File: src/rtl/riscv_pkg.sv
// Shared RISC-V core definitions: datapath width, reset vector and the
// fetch packet handed from fetch to decode.
package riscv_pkg;

   localparam int XLEN = 32;
   localparam logic [XLEN-1:0] RESET_VECTOR = 32'h0000_0000;

   typedef struct packed {
      logic [XLEN-1:0] pc;
      logic [XLEN-1:0] instr;
   } fetch_pkt_t;

   function automatic logic [XLEN-1:0] word_align(input logic [XLEN-1:0] addr);
      return addr & ~32'h0000_0003;
   endfunction

endpackage

File: src/rtl/fetch_skid_fifo.sv
// Two-entry skid FIFO holding fetched {pc,instr} packets until decode takes them.
// The head entry is presented directly from storage, so it stays stable while stalled.
module fetch_skid_fifo
   import riscv_pkg::*;
(
   input  logic       clk,
   input  logic       rst,
   input  logic       push,
   input  fetch_pkt_t push_data,
   input  logic       pop,
   input  logic       flush,
   output fetch_pkt_t head,
   output logic [1:0] occ
);

   fetch_pkt_t mem [2];
   logic       wr_ptr;
   logic       rd_ptr;
   logic       do_push;
   logic       do_pop;

   // A push into a full FIFO is only legal when the head leaves in the same cycle.
   assign do_pop  = pop && (occ != 2'd0);
   assign do_push = push && ((occ != 2'd2) || do_pop);
   assign head    = mem[rd_ptr];

   always_ff @(posedge clk) begin
      if (do_push) begin
         mem[wr_ptr] <= push_data;
      end
   end

   always_ff @(posedge clk) begin
      if (rst || flush) begin
         wr_ptr <= 1'b0;
         rd_ptr <= 1'b0;
         occ    <= 2'd0;
      end else begin
         if (do_push) begin
            wr_ptr <= ~wr_ptr;
         end
         if (do_pop) begin
            rd_ptr <= ~rd_ptr;
         end
         case ({do_push, do_pop})
            2'b10:   occ <= occ + 2'd1;
            2'b01:   occ <= occ - 2'd1;
            default: occ <= occ;
         endcase
      end
   end

endmodule

File: src/rtl/fetch_unit.sv
// Instruction fetch stage: owns the PC, issues one ROM read per cycle under a
// credit limit, and hands {pc,instr} to decode through a skid FIFO.
module fetch_unit
   import riscv_pkg::*;
#(
   parameter logic [XLEN-1:0] RESET_PC   = RESET_VECTOR,
   parameter int              IMEM_BYTES = 4096,
   parameter int              FIFO_DEPTH = 2
) (
   input  logic            clk,
   input  logic            rst,
   output logic            imem_en,
   output logic [XLEN-1:0] imem_pc,
   input  logic [XLEN-1:0] imem_instr,
   input  logic            redirect_valid,
   input  logic [XLEN-1:0] redirect_pc,
   output logic            out_valid,
   input  logic            out_ready,
   output logic [XLEN-1:0] out_pc,
   output logic [XLEN-1:0] out_instr
);

   if (FIFO_DEPTH != 2 || IMEM_BYTES <= 0) begin : g_bad_cfg
      $error("fetch_unit supports only FIFO_DEPTH=2 and a non-empty ROM");
   end

   logic [XLEN-1:0] pc_q;
   logic [XLEN-1:0] req_pc_q;
   logic            inflight_q;
   logic [1:0]      occ;
   fetch_pkt_t      head;
   fetch_pkt_t      push_data;
   logic            pop;
   logic            push;
   logic            issue;
   logic [2:0]      used;
   logic [2:0]      limit;

   // Credits: FIFO entries plus the outstanding read must fit once this cycle's pop leaves.
   assign pop   = out_valid && out_ready;
   assign used  = {1'b0, occ} + {2'b00, inflight_q};
   assign limit = 3'(FIFO_DEPTH) + {2'b00, pop};
   assign issue = !rst && !redirect_valid && (used < limit);

   assign push      = inflight_q && !redirect_valid && !rst;
   assign push_data = '{pc: req_pc_q, instr: imem_instr};

   assign imem_en   = issue;
   assign imem_pc   = rst ? RESET_PC : pc_q;
   assign out_valid = !rst && (occ != 2'd0);
   assign out_pc    = rst ? '0 : head.pc;
   assign out_instr = rst ? '0 : head.instr;

   // A redirect wins over issue; the word returning in that cycle is dropped via push.
   always_ff @(posedge clk) begin
      if (rst) begin
         pc_q       <= RESET_PC;
         req_pc_q   <= RESET_PC;
         inflight_q <= 1'b0;
      end else if (redirect_valid) begin
         pc_q       <= word_align(redirect_pc);
         inflight_q <= 1'b0;
      end else if (issue) begin
         req_pc_q   <= pc_q;
         pc_q       <= pc_q + 32'd4;
         inflight_q <= 1'b1;
      end else begin
         inflight_q <= 1'b0;
      end
   end

   fetch_skid_fifo u_fifo (
      .clk       (clk),
      .rst       (rst),
      .push      (push),
      .push_data (push_data),
      .pop       (pop),
      .flush     (redirect_valid),
      .head      (head),
      .occ       (occ)
   );

endmodule

File: config.mk
export PLATFORM = sky130hd
export DESIGN_NAME = fetch_unit
export DESIGN_NICKNAME = d
export VERILOG_FILES = /design/src/rtl/riscv_pkg.sv /design/src/rtl/fetch_skid_fifo.sv /design/src/rtl/fetch_unit.sv
export SDC_FILE = /design/constraint.sdc
export NUM_CORES = 1
export LEC_CHECK = 0
export ABC_CLOCK_PERIOD_IN_PS = 4350
export CORE_MARGIN = 10
export CORE_UTILIZATION = 46
export CTS_BUF_LIST = sky130_fd_sc_hd__clkbuf_4 sky130_fd_sc_hd__clkbuf_8
export DETAILED_ROUTE_END_ITERATION = 7
export DONT_BUFFER_PORTS = 1
export SYNTH_ARGS = -nofsm -noshare
export SYNTH_HDL_FRONTEND = slang
export SYNTH_SLANG_ARGS = --single-unit
File: constraint.sdc
create_clock -name clk -period 4.35 [get_ports clk]
set_input_delay 0.2175 -clock clk [delete_from_list [all_inputs] [get_ports clk]]
set_output_delay 0.2175 -clock clk [all_outputs]
set_load 0.02 [all_outputs]
==> impl.org <==
** Clock tree
- Counting along the longest clock path gives a buffer depth of 2.
- Buffers added to address setup during post-CTS repair amount to 0.
- # H-tree levels :: 4
- Clock-pin slew on the worst setup and hold paths :: roughly 90 ps
- TritonCTS built the clock tree.
- TritonCTS created 17 clock buffers.
- Post_cts resized :: 0
- Clock sink total :: 190
- Library cell used as clock root buffer :: sky130_fd_sc_hd__clkbuf_8
- At the later pin of the worst-skew pair, clock insertion delay measures about 450 ps.

** Power and ir drop
- Internal power :: about 2.7 mW
- In this run the static leakage power is about 3.0 nW.
- Net switching is between 20% and 30% of the power.
- Clock power share :: between 30 and 40%
- Summed over all nets, the switching power comes to roughly 0.77 mW.
- Share of total power in combinational logic :: under 10%
- Per report_power, the sequential group accounts for around 58% of the total.
- For this design the ratio of total power to cell area is roughly 380 nW/um^2.
- Worst IR Drop VDD :: about 0.18 mV
- Overall power consumption after layout is estimated at 3.47 mW.

** Floorplanning
- The die is roughly 150 um wide.
- Row generation in the floorplan step produced 47 rows.
- Die area :: roughly 23000 um^2
- In this run the count of I/O pins placed on the die edge is roughly 170.
- For this configuration, the core starts out at a cell density of between 40% and 50%.
- The floorplan step set the die height to approximately 150 um.
- Standard cell core area :: around 17000 um^2

** STA
- Derived from the worst setup path, the maximum achievable clock frequency is 0.364 GHz.
- At the pin with the least slew margin, the transition time is around 1100 ps.
- Setup violations remaining at the end of the flow were counted as 0.
- The final-report max-slew violation count is 0.
- Count of final hold-check violations :: 0
- For the final routed database, the setup TNS stands at 0 ps.
- Slew headroom :: between 20% and 30%
- Setup repair after global routing left no endpoint under its margin.
- Dividing the final minimum period by the clock period gives 63.2%.
- On the final layout, the worst hold slack is 26.0 ps.
- The clock period could shrink to 2750 ps.
- Clock Skew :: 13.0 ps

** Hold path
- End point of the most critical hold path :: pc_q[28]
- Number of cells on the worst hold path :: 2
- The startpoint identified for the worst hold timing path is redirect_pc[28].
- In this run the worst hold path is classified as in2reg.

** GRT
- Remaining Overflow, GRT :: 0
- For this run, the total global-route usage over all layers was measured as between 15 and 20%.
- The number of antenna violations at the first check in global routing is 0.
- The via count of the first global-routing pass came to between 5000 and 6000.
- Global-route wire length before repair :: approximately 30 mm
- Maximum number of pins on one net before global-route repair :: 99

** Yosys
- After synthesis, the mean cell area works out to between 10 and 15 um^2.
- Post-synth EDFFs :: about 120
- Yosys attributes the largest share of cell area to sky130_fd_sc_hd__edfxtp_1 (47%), sky130_fd_sc_hd__dfxtp_1 (17%), sky130_fd_sc_hd__mux2i_1 (7.9%), sky130_fd_sc_hd__nor2_1 (4.5%), sky130_fd_sc_hd__nand2_1 (3.8%).
- Among all flip-flop cells after synthesis, the most frequent one is sky130_fd_sc_hd__edfxtp_1.
- Yosys top cell by area :: sky130_fd_sc_hd__edfxtp_1
- After synthesis the cells add up to 7940 um^2.
- Sequential elements use approximately 64% of the synthesized area.
- The share of synthesized area in the top cell type comes to 46.9%.
- Gate count of the mapped netlist :: 680
- Of all flip-flops after synthesis, the portion carrying an async set or reset was 0%.
- Cell variety after synth :: 53
- Number of synthesis warnings :: 0
- After synthesis the netlist holds a flip-flop and latch count of 190.

** Layout
- Commonest cells after routing, fill and taps aside :: sky130_fd_sc_hd__edfxtp_1 (124), sky130_fd_sc_hd__nor2_1 (94), sky130_fd_sc_hd__nand2_1 (81), sky130_fd_sc_hd__dfxtp_1 (65)
- The area growth from synthesis to layout is 15.5%.
- Registers take slightly above 5000 um^2.
- The multi-input combinational cells in the finished layout cover a total of between 2000 and 3000 um^2.
- For this run, the post-layout net count is ~800.
- Share of final-layout standard cells stronger than drive strength 1 :: 6.50%
- The library cell used most frequently in the layout, excluding fill and tap cells, is sky130_fd_sc_hd__edfxtp_1.
- Fill cells in the final layout number approximately 1500.
- Antenna cells :: 0

** Critical path
- Worst R2R Path Depth :: 5
- STA classifies the critical path endpoint as an output port.
- Counting stages on the worst path, the most repeated cell is sky130_fd_sc_hd__ha_1.
- The largest single stage delay on the critical path is between 400 and 500 ps.
- Startpoint-to-endpoint class of the critical path :: reg2out
- The worst setup path is launched from a flip-flop.
- Cell type of the slowest stage on the worst timing path :: sky130_fd_sc_hd__dfxtp_1
- The worst register-to-register path has a setup slack of 1880 ps.
- In this run the critical register-to-register path is captured at u_fifo.mem[0][36].
- Reg-to-Reg Start :: u_fifo.occ[0]
- Critical path arrival :: approximately 2500 ps
- Required time of the critical path :: ~4100 ps
- Walking the worst path, the cells encountered are ha_1, ha_1, nor4_1, a31oi_4, inv_2, buf_4.
- In this run the worst path has a maximum fanout of 26.

** Job
- Across the run, the number of max-cap violations was 0.

** Drt
- Routed signal wires occupy layers up through met4.
- Vias after detailed routing :: ~5300
- Wl on met1 :: between 8 and 9 mm
- Average vias per placed instance :: between 5 and 6
- Wire segments on met3 add up to around 1.5 mm in the final route.
- In the final routed layout, each cell accounts on average for around 20 um.
- The first detailed-routing pass took 5 iterations.
- In the detailed route, the total length drawn on met2 is around 8.7 mm.
- The count of nets left with antenna violations once routing finished came out at 0.
- Routed wire length :: 18.9 mm
- After detailed routing, the number of remaining DRC violations is 0.
- Count of routing violations after the opening detailed-route iteration :: ~390

** Placement
- Number of buffer cells added on primary ports :: 0
- Routability-driven placement finished with a final weighted congestion of between 0.8 and 0.9.
- Once detailed placement completed, the half-perimeter wirelength came to around 12 mm.

** Status
- The flow ran to the end, and the final reports show no timing, DRC or antenna violations.
-- cell families after synthesis --
logic type / share of synthesized area [%]
other: 0.0472
AOI/OAI and AO/OA: 6.27
xor gates and xnor gates: 2.21
muxes: 7.94
DFF: 63.5
adders and majority gates: 0.473
and+or+nand+nor: 16.7
buffers and inverters: 2.79
-- layer usage --
layer,track usage [%],vias to the layer above
li1,-,2521
met5,0,-
met3,5.22,27
met1,21.4,2518
met2,25.9,198
met4,5.92,0
-- stage by stage --
stage / cell area [um^2] / setup WS, ps / cells / utilization (%)
after CTS: 9170 / 1570 / 959 / 54.7
final: 9170 / 1600 / 959 / 54.7
after floorplan: 7950 / 443 / 683 / -
after global placement: 8080 / 1910 / 863 / 48.2
after global routing: 9170 / 1400 / 959 / 54.7
after detailed placement: 8080 / 1860 / 863 / 48.2
-- cells in the mapped netlist (all sizes together), types with 2 or more instances --
library cell	n
a2111oi	2
a211oi	16
a21oi	36
a31oi	11
a32oi	2
and2	7
and3	5
and4	2
buf	19
clkbuf	25
dfxtp	66
edfxtp	124
ha	3
inv	6
mux2i	63
nand2	81
nand3	15
nand4	14
nand4b	3
nor2	96
nor2b	29
nor3	6
nor4	4
o211ai	3
or3	7
xnor2	5
xor2	15
-- power by group through the flow --
| stage | Combinational, mW | Sequential (mW) | Clock (mW) |
|---|---|---|---|
| 3_5_place_dp | 0.173 | 2.04 | 0 |
| 3_3_place_gp | 0.170 | 2.04 | 0 |
| 6_report | 0.238 | 2.00 | 1.23 |
| 2_1_floorplan | 0.167 | 2.02 | 0 |
| 5_1_grt | 0.260 | 2.01 | 1.34 |
| 4_1_cts | 0.240 | 2.00 | 1.26 |
-- final cells by class --
cell class,instances,share of cell area (%)
clock buffer,21,2.95
inverter,6,0.245
multi-input combinational,443,29.5
timing repair buffer,68,7.50
sequential,190,55.0
tap,220,3.00
clock inverter,11,1.80
-- worst max path at each step --
stage,cells after the start,endpoint,startpoint,slack (ps)
2_1_floorplan,5,u_fifo.mem[0][0],out_ready,440
3_3_place_gp,5,u_fifo.mem[0][37],u_fifo.occ[0],1910
3_5_place_dp,5,u_fifo.mem[0][37],u_fifo.occ[0],1860
4_1_cts,6,imem_en,u_fifo.occ[0],1570
5_1_grt,6,imem_en,u_fifo.occ[0],1400
6_report,6,imem_en,u_fifo.occ[0],1600
-- flip-flops by register name, summed over array words and instances (netlist names), named ones only --
name and flops:
u_fifo.occ 2, pc_q 30, inflight_q 1, u_fifo.mem 124, req_pc_q 30, u_fifo.wr_ptr 1, u_fifo.rd_ptr 1
-- worst max-delay path, delay by kind of cell, from the launching register on --
kind / cells / cell delay, ps
adders and majority gates: 2 / 430
and+or+nand+nor: 1 / 420
DFF: 1 / 440
AOI/OAI and AO/OA: 1 / 50
buffers and inverters: 2 / 710
-- what timing repair did --
action                                  in CTS  in global routing
endpoints found under the setup margin       0                  0
hold buffers                                64                  0
endpoints found under the hold margin      129                  0
No activity file was read; power rests on OpenSTA's default activity.
